==> config.mk <==
export PLATFORM = sky130hd
export DESIGN_NAME = next_state_sequencer_flat
export DESIGN_NICKNAME = d
export VERILOG_FILES = /design/src/rtl/next_state_sequencer_if.sv /design/src/rtl/next_state_sequencer.sv /design/src/flat_wrapper.sv
export SDC_FILE = /design/constraint.sdc
export NUM_CORES = 1
export LEC_CHECK = 0
export BUFFER_PORTS_ARGS = -buffer_cell sky130_fd_sc_hd__buf_2
export CORE_ASPECT_RATIO = 0.7
export CORE_UTILIZATION = 43
export DETAILED_ROUTE_END_ITERATION = 8
export GPL_TIMING_DRIVEN = 0
export PLACE_DENSITY = 0.78
export SLEW_MARGIN = 20
export SYNTH_ARGS = -nofsm -noshare
export SYNTH_HDL_FRONTEND = slang
export SYNTH_SLANG_ARGS = --single-unit
==> constraint.sdc <==
create_clock -name clk -period 2.3 [get_ports clk]
set_input_delay 0.345 -clock clk [delete_from_list [all_inputs] [get_ports clk]]
set_output_delay 0.345 -clock clk [all_outputs]
set_load 0.02 [all_outputs]
==> src/rtl/next_state_sequencer_if.sv <==
// Handshake/status bundle between the next-state sequencer and its datapath neighbours.
// master: the sequencer side; slave: IR / condition tester / memory / control decoder side.
interface next_state_sequencer_if;
  logic        run;
  logic        moc;
  logic        cond_true;
  logic [31:0] ir;
  logic [6:0]  state;
  logic        mem_wait;
  logic        instr_done;
  logic        mem_err;
  logic        halted;

  modport master (
    input  run, moc, cond_true, ir,
    output state, mem_wait, instr_done, mem_err, halted
  );

  modport slave (
    output run, moc, cond_true, ir,
    input  state, mem_wait, instr_done, mem_err, halted
  );
endinterface

==> src/rtl/next_state_sequencer.sv <==
// CPU datapath sequencer: state register plus next-state logic for fetch/decode/execute.
// Optional feature: define UNDEF_TRAP_EN to send undefined opcodes to trap state 63.
module next_state_sequencer #(
  parameter int unsigned WAIT_LIMIT = 0
) (
  input logic                   clk,
  input logic                   rst_n,
  next_state_sequencer_if.master bus
);

  typedef enum logic [6:0] {
    StIdle       = 7'd0,
    StFetch      = 7'd1,
    StPcInc      = 7'd2,
    StIrLoad     = 7'd3,
    StDecode     = 7'd4,
    StDpReg      = 7'd5,
    StDpImm      = 7'd6,
    StBranch     = 7'd7,
    StBranchLink = 7'd8,
    StLdImm      = 7'd33,
    StLdAddr     = 7'd34,
    StLdWait     = 7'd35,
    StLdData     = 7'd36,
    StLdWbImm    = 7'd38,
    StStWbImm    = 7'd39,
    StStImm      = 7'd40,
    StStAddr     = 7'd41,
    StStWait     = 7'd42,
    StLdReg      = 7'd46,
    StStReg      = 7'd47,
    StLdWbReg    = 7'd48,
    StStWbReg    = 7'd49,
    StTrap       = 7'd63
  } state_e;

  state_e      state_q, state_d;
  logic [31:0] wait_cnt_q, wait_cnt_d;
  logic        mem_err_q, mem_err_d;
  logic        in_wait;
  logic        timeout;
  logic        wb;
  logic        unused_ir;

  assign unused_ir = ^{bus.ir[31:28], bus.ir[19:0]};

  assign in_wait = (state_q == StIrLoad) || (state_q == StLdWait) || (state_q == StStWait);
  // Write-back for pre-indexed with W set, or any post-indexed access.
  assign wb      = bus.ir[21] | ~bus.ir[24];
  // Fires on the WAIT_LIMIT-th consecutive waiting cycle; a same-cycle moc takes priority.
  assign timeout = (WAIT_LIMIT != 0) && in_wait && !bus.moc &&
                   ((wait_cnt_q + 32'd1) == WAIT_LIMIT);

  always_ff @(posedge clk or negedge rst_n) begin
    if (!rst_n) begin
      state_q    <= StIdle;
      wait_cnt_q <= '0;
      mem_err_q  <= 1'b0;
    end else begin
      state_q    <= state_d;
      wait_cnt_q <= wait_cnt_d;
      mem_err_q  <= mem_err_d;
    end
  end

  always_comb begin
    state_d = state_q;
    unique case (state_q)
      StIdle:   if (bus.run) state_d = StFetch;
      StFetch:  state_d = StPcInc;
      StPcInc:  state_d = StIrLoad;
      StIrLoad: if (bus.moc) state_d = StDecode;
      StDecode: begin
        if (!bus.cond_true) begin
          state_d = StFetch;
        end else begin
          case (bus.ir[27:25])
            3'b000:  state_d = StDpReg;
            3'b001:  state_d = StDpImm;
            3'b010:  state_d = bus.ir[20] ? StLdImm : StStImm;
            3'b011:  state_d = bus.ir[20] ? StLdReg : StStReg;
            3'b101:  state_d = bus.ir[24] ? StBranchLink : StBranch;
            default: begin
`ifdef UNDEF_TRAP_EN
              state_d = StTrap;
`else
              state_d = StFetch;
`endif
            end
          endcase
        end
      end
      StDpReg, StDpImm, StBranch, StBranchLink: state_d = StFetch;
      StLdImm, StLdReg: state_d = StLdAddr;
      StLdAddr: state_d = StLdWait;
      StLdWait: if (bus.moc) state_d = StLdData;
      StLdData: begin
        if (wb) state_d = bus.ir[25] ? StLdWbReg : StLdWbImm;
        else    state_d = StFetch;
      end
      StStImm, StStReg: state_d = StStAddr;
      StStAddr: state_d = StStWait;
      StStWait: begin
        if (bus.moc) begin
          if (wb) state_d = bus.ir[25] ? StStWbReg : StStWbImm;
          else    state_d = StFetch;
        end
      end
      StLdWbImm, StStWbImm, StLdWbReg, StStWbReg: state_d = StFetch;
      StTrap:   state_d = StTrap;
      default:  state_d = StIdle;
    endcase
    if (timeout) state_d = StIdle;
  end

  always_comb begin
    wait_cnt_d = '0;
    if ((WAIT_LIMIT != 0) && in_wait && !bus.moc) wait_cnt_d = wait_cnt_q + 32'd1;
    mem_err_d = mem_err_q | timeout;
  end

  always_comb begin
    bus.state      = state_q;
    bus.mem_wait   = in_wait & ~bus.moc;
    bus.instr_done = (state_d == StFetch) && (state_q != StIdle) && (state_q != StFetch);
    bus.mem_err    = mem_err_q;
    bus.halted     = (state_q == StTrap);
  end

endmodule

==> src/flat_wrapper.sv <==
// flat-port wrapper written by rule: the top's interface ports become plain ports
module next_state_sequencer_flat 
#(
  parameter int unsigned WAIT_LIMIT = 0
)
  (clk, rst_n, bus_run, bus_moc, bus_cond_true, bus_ir, bus_state, bus_mem_wait, bus_instr_done, bus_mem_err, bus_halted);
  next_state_sequencer_if bus_i ();
  input logic clk;
  input logic rst_n;
  input wire logic [$bits(bus_i.run)-1:0] bus_run;
  input wire logic [$bits(bus_i.moc)-1:0] bus_moc;
  input wire logic [$bits(bus_i.cond_true)-1:0] bus_cond_true;
  input wire logic [$bits(bus_i.ir)-1:0] bus_ir;
  output wire logic [$bits(bus_i.state)-1:0] bus_state;
  output wire logic [$bits(bus_i.mem_wait)-1:0] bus_mem_wait;
  output wire logic [$bits(bus_i.instr_done)-1:0] bus_instr_done;
  output wire logic [$bits(bus_i.mem_err)-1:0] bus_mem_err;
  output wire logic [$bits(bus_i.halted)-1:0] bus_halted;
  assign bus_i.run = bus_run;
  assign bus_i.moc = bus_moc;
  assign bus_i.cond_true = bus_cond_true;
  assign bus_i.ir = bus_ir;
  assign bus_state = bus_i.state;
  assign bus_mem_wait = bus_i.mem_wait;
  assign bus_instr_done = bus_i.instr_done;
  assign bus_mem_err = bus_i.mem_err;
  assign bus_halted = bus_i.halted;
  next_state_sequencer #(.WAIT_LIMIT(WAIT_LIMIT)) u_core (.clk(clk), .rst_n(rst_n), .bus(bus_i));
endmodule
==> out/results.txt, run 1 <==
LEAKAGE = 0.5455 nW
CP Data Arrival Time = 2.29 ns
register share of total power = 29.3%
YS warnings = 0
I/O Pins = 48
via/cell ratio = 6.212
Num Clock Sinks = 7
Max clock buf depth = 2
clock power share = 22.6%
setup violators final = 1
Primary FF master, synth = dfrtp_1
net switching power = 0.0001685 W
drt total wl = 2775 µm
Synth Instances = 104
remaining antenna violation count = 0
layout net count = 181
number of synthesized flops with an enable pin = 0
ANT cells = 0
Max Clock Skew = 0.0008047 ns
max reg flops = 7
fin crit share = 114.4%
drt wl/cell = 16.82 µm
Post-synth ARST share = 100.0%
Slew Viols, Final = 0
critical path class = flip-flop to primary output
worst slack, placed = -0.05043 ns
mapped cell area = 844.6 µm²
total CTS buffers = 3
top post-synthesis cells by area = dfrtp_1 (21%), buf_6 (5.3%), nand3_1 (4.7%)
pin count of the biggest net entering global routing = 11
Cell Pwr Density = 401.3 mW/mm²
htree depth = 1
PortBufs = 19
Max Freq = 380.2 MHz
row count = 13
CTS root buffer = clkbuf_4
Layout area overhead = 42.37%
die height = 39.08 µm
core area = 0.001854 mm²
post-route insts no fill = 165
TritonCTS clock tree = yes
required time at the worst-slack endpoint = 1.96 ns
violated checks = negative setup slack
status = complete, but fails checks
leading area contributor after synthesis = dfrtp_1
crit path time final = 2.630 ns
sw frac = 34.92%
detailed placer's ending HPWL = 1705 µm
hold_ws = 0.5049 ns
Pint = 0.0003141 W
total die area = 0.002148 mm²
layout cell share with drive strength beyond 1 = 45.45%
die width = 54.97 µm
top cell type's share of synthesized area = 20.74%
drt drc = 0
synth cell count leaders = nand3_1 (8), o21ai_0 (8), dfrtp_1 (7)
TritonRoute pass-1 iters = 5
vias post-DR = 1025
Post-Place Cells = 146
sequential area share after synthesis = 20.74%
final hold vios = 0
Worst setup SP type = flip-flop
Syn Area/Cell = 8.121 µm²
setup total negative slack = -0.3302 ns
global route overflow = 0
unique cell type count in the Yosys netlist = 43
worst vdd ir = 0.0004326 V
Setup WS post-layout = -0.3302 ns
Global Route Usage Sum = 28.87%
clk slew on worst S/H paths = 0.05 ns
GP Congestion = 0.9302
1st-iter DRT viols = 49
global-route wire length before repair = 4264 µm
max-cap viol count = 0
register bit total from synthesis = 7
Skew-Pair Late Insertion Delay = 0.25 ns
fillers = 151
number of global-route vias before repair = 902
Critical Path End Type = primary output
RSZ-0062 raised after global routing = true
Comb power frac = 48.1%
worst-path maximum fanout = 5
initial antenna violation count = 0
initial core utilization = 45.55%
Core Util, Final = 64.84%
hold crit path type = input pin to flip-flop
## cells in the final DEF, fill, tap and decap left out, types with 3 or more instances in the layout
cell	n
nor2b_1	5
a21oi_1	6
nor3_1	4
inv_1	5
buf_2	18
dfrtp_2	4
nor3b_1	3
a31oi_1	3
o21ai_0	7
dfrtp_1	3
nand3_1	8
nand2_1	5
buf_4	14
clkbuf_4	3
buf_6	7
nor2_1	6
## routing by layer
metal  track usage [%]  vias to the layer above  part of all wire [%]
li1                  -                      464                     -
met3             9.804                       11                    12
met4             11.25                        0                   2.9
met5                 0                        -                     0
met1             38.66                      461                    41
met2             41.87                       89                    44
## area by class of cell
class                           count  area [µm²]  share of cell area [%]
Sequential cell                     7       180.2                   14.98
Inverter                            5       18.77                   1.561
Tap cell                           22       27.53                   2.289
Multi-Input combinational cell     85       625.6                   52.03
Timing Repair Buffer               34       249.0                   20.71
Clock buffer                        4       26.28                   2.185
Buffer                              8       75.07                   6.244
## path summary, 6_finish.rpt
check,cells after the start,slack [ns],from,endpoint
max,9,-0.33,u_core.bus.state[1],bus_instr_done
min,3,0.50,bus_ir[25],u_core.bus.state[4]
max reg2reg,6,0.48,u_core.bus.state[1],u_core.bus.state[1]
min reg2reg,3,0.83,u_core.bus.state[6],u_core.bus.state[4]
max in group asynchronous,2,1.61,rst_n,u_core.bus.state[0]
min in group asynchronous,2,0.51,rst_n,u_core.bus.state[5]
## metrics by stage
| step | area, µm² | power (W) |
|---|---|---|
| floorplan | 848.3 | 0.0002516 |
| global placement | 970.9 | 0.0002944 |
| detailed placement | 970.9 | 0.0002960 |
| CTS | 1125 | 0.0004483 |
| global route | 1202 | 0.0005086 |
| finish | 1202 | 0.0004826 |
## critical path: stages, from the launching register on
cell       delay (ns)
dfrtp_1          0.40
buf_6            0.14
buf_6            0.11
buf_6            0.11
nand4_1          0.10
o21ai_1          0.11
a211o_1          0.37
a2111oi_4        0.20
nor4bb_4         0.32
buf_4            0.17
## power by group through the flow
stage	clock (W)	sequential [W]	combinational [W]
2_1_floorplan	0	0.000152	0.0000995
3_3_place_gp	0	0.000144	0.000150
3_5_place_dp	0	0.000145	0.000151
4_1_cts	0.000113	0.000140	0.000195
5_1_grt	0.000121	0.000143	0.000245
6_report	0.000109	0.000141	0.000232
## what timing repair did
item,in CTS,in global routing
pin swaps,4,9
gates resized for setup,7,10
hold endpoints to repair,7,0
setup buffers,10,4
hold buffers,1,0
endpoints found under the setup margin,1,1
gates cloned,0,0
## cells by family (layout without fill, tap and decap cells)
logic type	Yosys count	in the layout	share of synthesized area [%]
AND/OR/NAND/NOR	49	49	39.26
flip-flops	7	7	20.74
buffers and inverters	13	51	11.11
other	1	2	0.4440
multiplexers	1	1	1.333
AO/OA/AOI/OAI	33	33	27.11
No activity file was read; power rests on OpenSTA's default activity.
==> run 2: changes to the inputs <==
PLACE_DENSITY = unset   (was 0.78)
PLACE_DENSITY_LB_ADDON = 0.1   (was unset)
==> out/results.txt, run 2 (synthesized netlist as in run 1, its figures left out) <==
status = complete, but fails checks
violated checks = negative setup slack
htree depth = 1 (unchanged)
worst slack, placed = -0.05310 ns (-0.002667 ns)
drt wl/cell = 14.32 µm (-15%)
remaining antenna violation count = 0 (unchanged)
layout net count = 167 (-7.7%)
global-route wire length before repair = 3367 µm (-21%)
fillers = 177 (+17%)
critical path class = flip-flop to primary output
crit path time final = 2.573 ns (-0.05713 ns)
Setup WS post-layout = -0.2731 ns (+0.05713 ns)
fin crit share = 111.9% (-2.5 points)
largest stage delay on the critical path = 0.43 ns (+0.03 ns)
1st-iter DRT viols = 48 (-2.0%)
Core Util, Final = 56.14% (-8.7 points)
global route overflow = 0 (unchanged)
Max clock buf depth = 2 (unchanged)
core area = 0.001854 mm² (unchanged)
max reg flops = 7 (unchanged)
die height = 39.08 µm (unchanged)
Skew-Pair Late Insertion Delay = 0.24 ns (about the same)
drt total wl = 2163 µm (-22%)
Layout area overhead = 23.26%
commonest non-fill, non-tap cells in the layout = buf_2 (18), nand3_1 (8), o21ai_0 (8), nor2_1 (6), a21oi_1 (6)
max-cap viol count = 0 (unchanged)
ANT cells = 0 (unchanged)
drt drc = 0 (unchanged)
most common cell after layout, fill and taps aside = buf_2
Worst setup SP type = flip-flop
Cell Pwr Density = 398.9 mW/mm² (-0.60%)
Max Clock Skew = 0.0004974 ns (-0.0003073 ns)
Global Route Usage Sum = 23.07% (-5.8 points)
total CTS buffers = 3 (unchanged)
die width = 54.97 µm (unchanged)
worst vdd ir = 0.0003295 V (-24%)
Max Freq = 388.6 MHz (+2.2%)
worst r2r path cells = 6 (unchanged)
vias post-DR = 883 (-14%)
Critical Path End Type = primary output
layout cell share with drive strength beyond 1 = 37.98% (-7.5 points)
LEAKAGE = 0.4642 nW (-15%)
GP Congestion = 0.8843 (-4.9%)
Num Clock Sinks = 7 (unchanged)
initial antenna violation count = 0 (unchanged)
row count = 13 (unchanged)
TritonRoute pass-1 iters = 6 (+1)
required time at the worst-slack endpoint = 1.96 ns (about the same)
Slew Viols, Final = 0 (unchanged)
CTS root buffer = clkbuf_4
clk slew on worst S/H paths = 0.05 ns (about the same)
TritonCTS clock tree = yes
hold crit path type = input pin to asynchronous set/reset pin
detailed placer's ending HPWL = 1694 µm (-0.63%)
worst path cell trace = buf_6, and3_2, o21ai_2, nand2_1, a21o_2, a2111oi_4, nor4bb_4, buf_4
worst-path maximum fanout = 10 (+5)
CP max stage cell = dfrtp_2
RSZ-0062 raised after global routing = true
initial core utilization = 45.55% (unchanged)
number of global-route vias before repair = 675 (-25%)
PortBufs = 19 (unchanged)
I/O Pins = 48 (unchanged)
CP Data Arrival Time = 2.23 ns (-0.06 ns)
pin count of the biggest net entering global routing = 11 (unchanged)
via/cell ratio = 5.848 (-5.9%)
setup violators final = 1 (unchanged)
total die area = 0.002148 mm² (unchanged)
final hold vios = 0 (unchanged)
==> run 2: what timing repair did <==
item	in CTS	in global routing
setup endpoints to repair	1	1
setup buffers	0	0
hold endpoints to repair	7	0
resized for setup	3	5
hold buffers	1	0
gates cloned	0	0
pin swaps	1	0
==> run 2: final cells by class <==
| class | instances | area [µm²] | share of cell area, % |
|---|---|---|---|
| Timing Repair Buffer | 20 | 107.6 | 10.34 |
| Sequential cell | 7 | 178.9 | 17.19 |
| Buffer | 8 | 75.07 | 7.212 |
| Clock buffer | 4 | 26.28 | 2.524 |
| Tap cell | 22 | 27.53 | 2.644 |
| Multi-Input combinational cell | 85 | 606.8 | 58.29 |
| Inverter | 5 | 18.77 | 1.803 |
==> run 2: per-stage QoR <==
step	cell area, µm²	hold slack, ns	std cells	setup TNS, ns	total power (W)
after floorplan	848.3	0.04941	105	0	0.0002516
after global placement	970.9	0.1784	146	-0.03833	0.0002978
after detailed placement	970.9	0.1787	146	-0.05310	0.0002968
after CTS	1027	0.4452	151	-0.2811	0.0004159
after global routing	1041	0.4475	151	-0.3801	0.0004457
final	1041	0.4574	151	-0.2731	0.0004153
==> run 2: layer usage <==
metal / vias to the layer above / GRT usage [%] / wire length, µm
li1: 443 / - / -
met3: 0 / 2.353 / 171
met5: - / 0 / 0
met4: 0 / 7.500 / 0
met2: 36 / 31.63 / 938
met1: 404 / 36.21 / 1053
==> run 2: critical path, delay by kind of cell (launching register included) <==
family          cells  cell delay [ns]
compound gates      3             0.73
buf+inv             2             0.32
simple gates        3             0.49
flops               1             0.43
==> run 2: worst paths after layout <==
path	from	endpoint	slack [ns]
worst min-delay path	rst_n	u_core.bus.state[5]	0.46
worst max register to register	u_core.bus.state[4]	u_core.bus.state[2]	0.62
worst max-delay path	u_core.bus.state[1]	bus_instr_done	-0.27
worst min register to register	u_core.bus.state[6]	u_core.bus.state[4]	0.83
min in group clk	bus_ir[25]	u_core.bus.state[4]	0.51
max in group asynchronous	rst_n	u_core.bus.state[0]	1.68
==> run 2: power by group <==
| part | internal, W | switching [W] | total (W) | leakage (nW) |
|---|---|---|---|---|
| clock | 0.0000658 | 0.0000394 | 0.000105 | 0.0150 |
| sequential | 0.000132 | 0.0000159 | 0.000147 | 0.0895 |
| combinational | 0.0000747 | 0.0000879 | 0.000163 | 0.360 |
| total | 0.000272 | 0.000143 | 0.000415 | 0.464 |
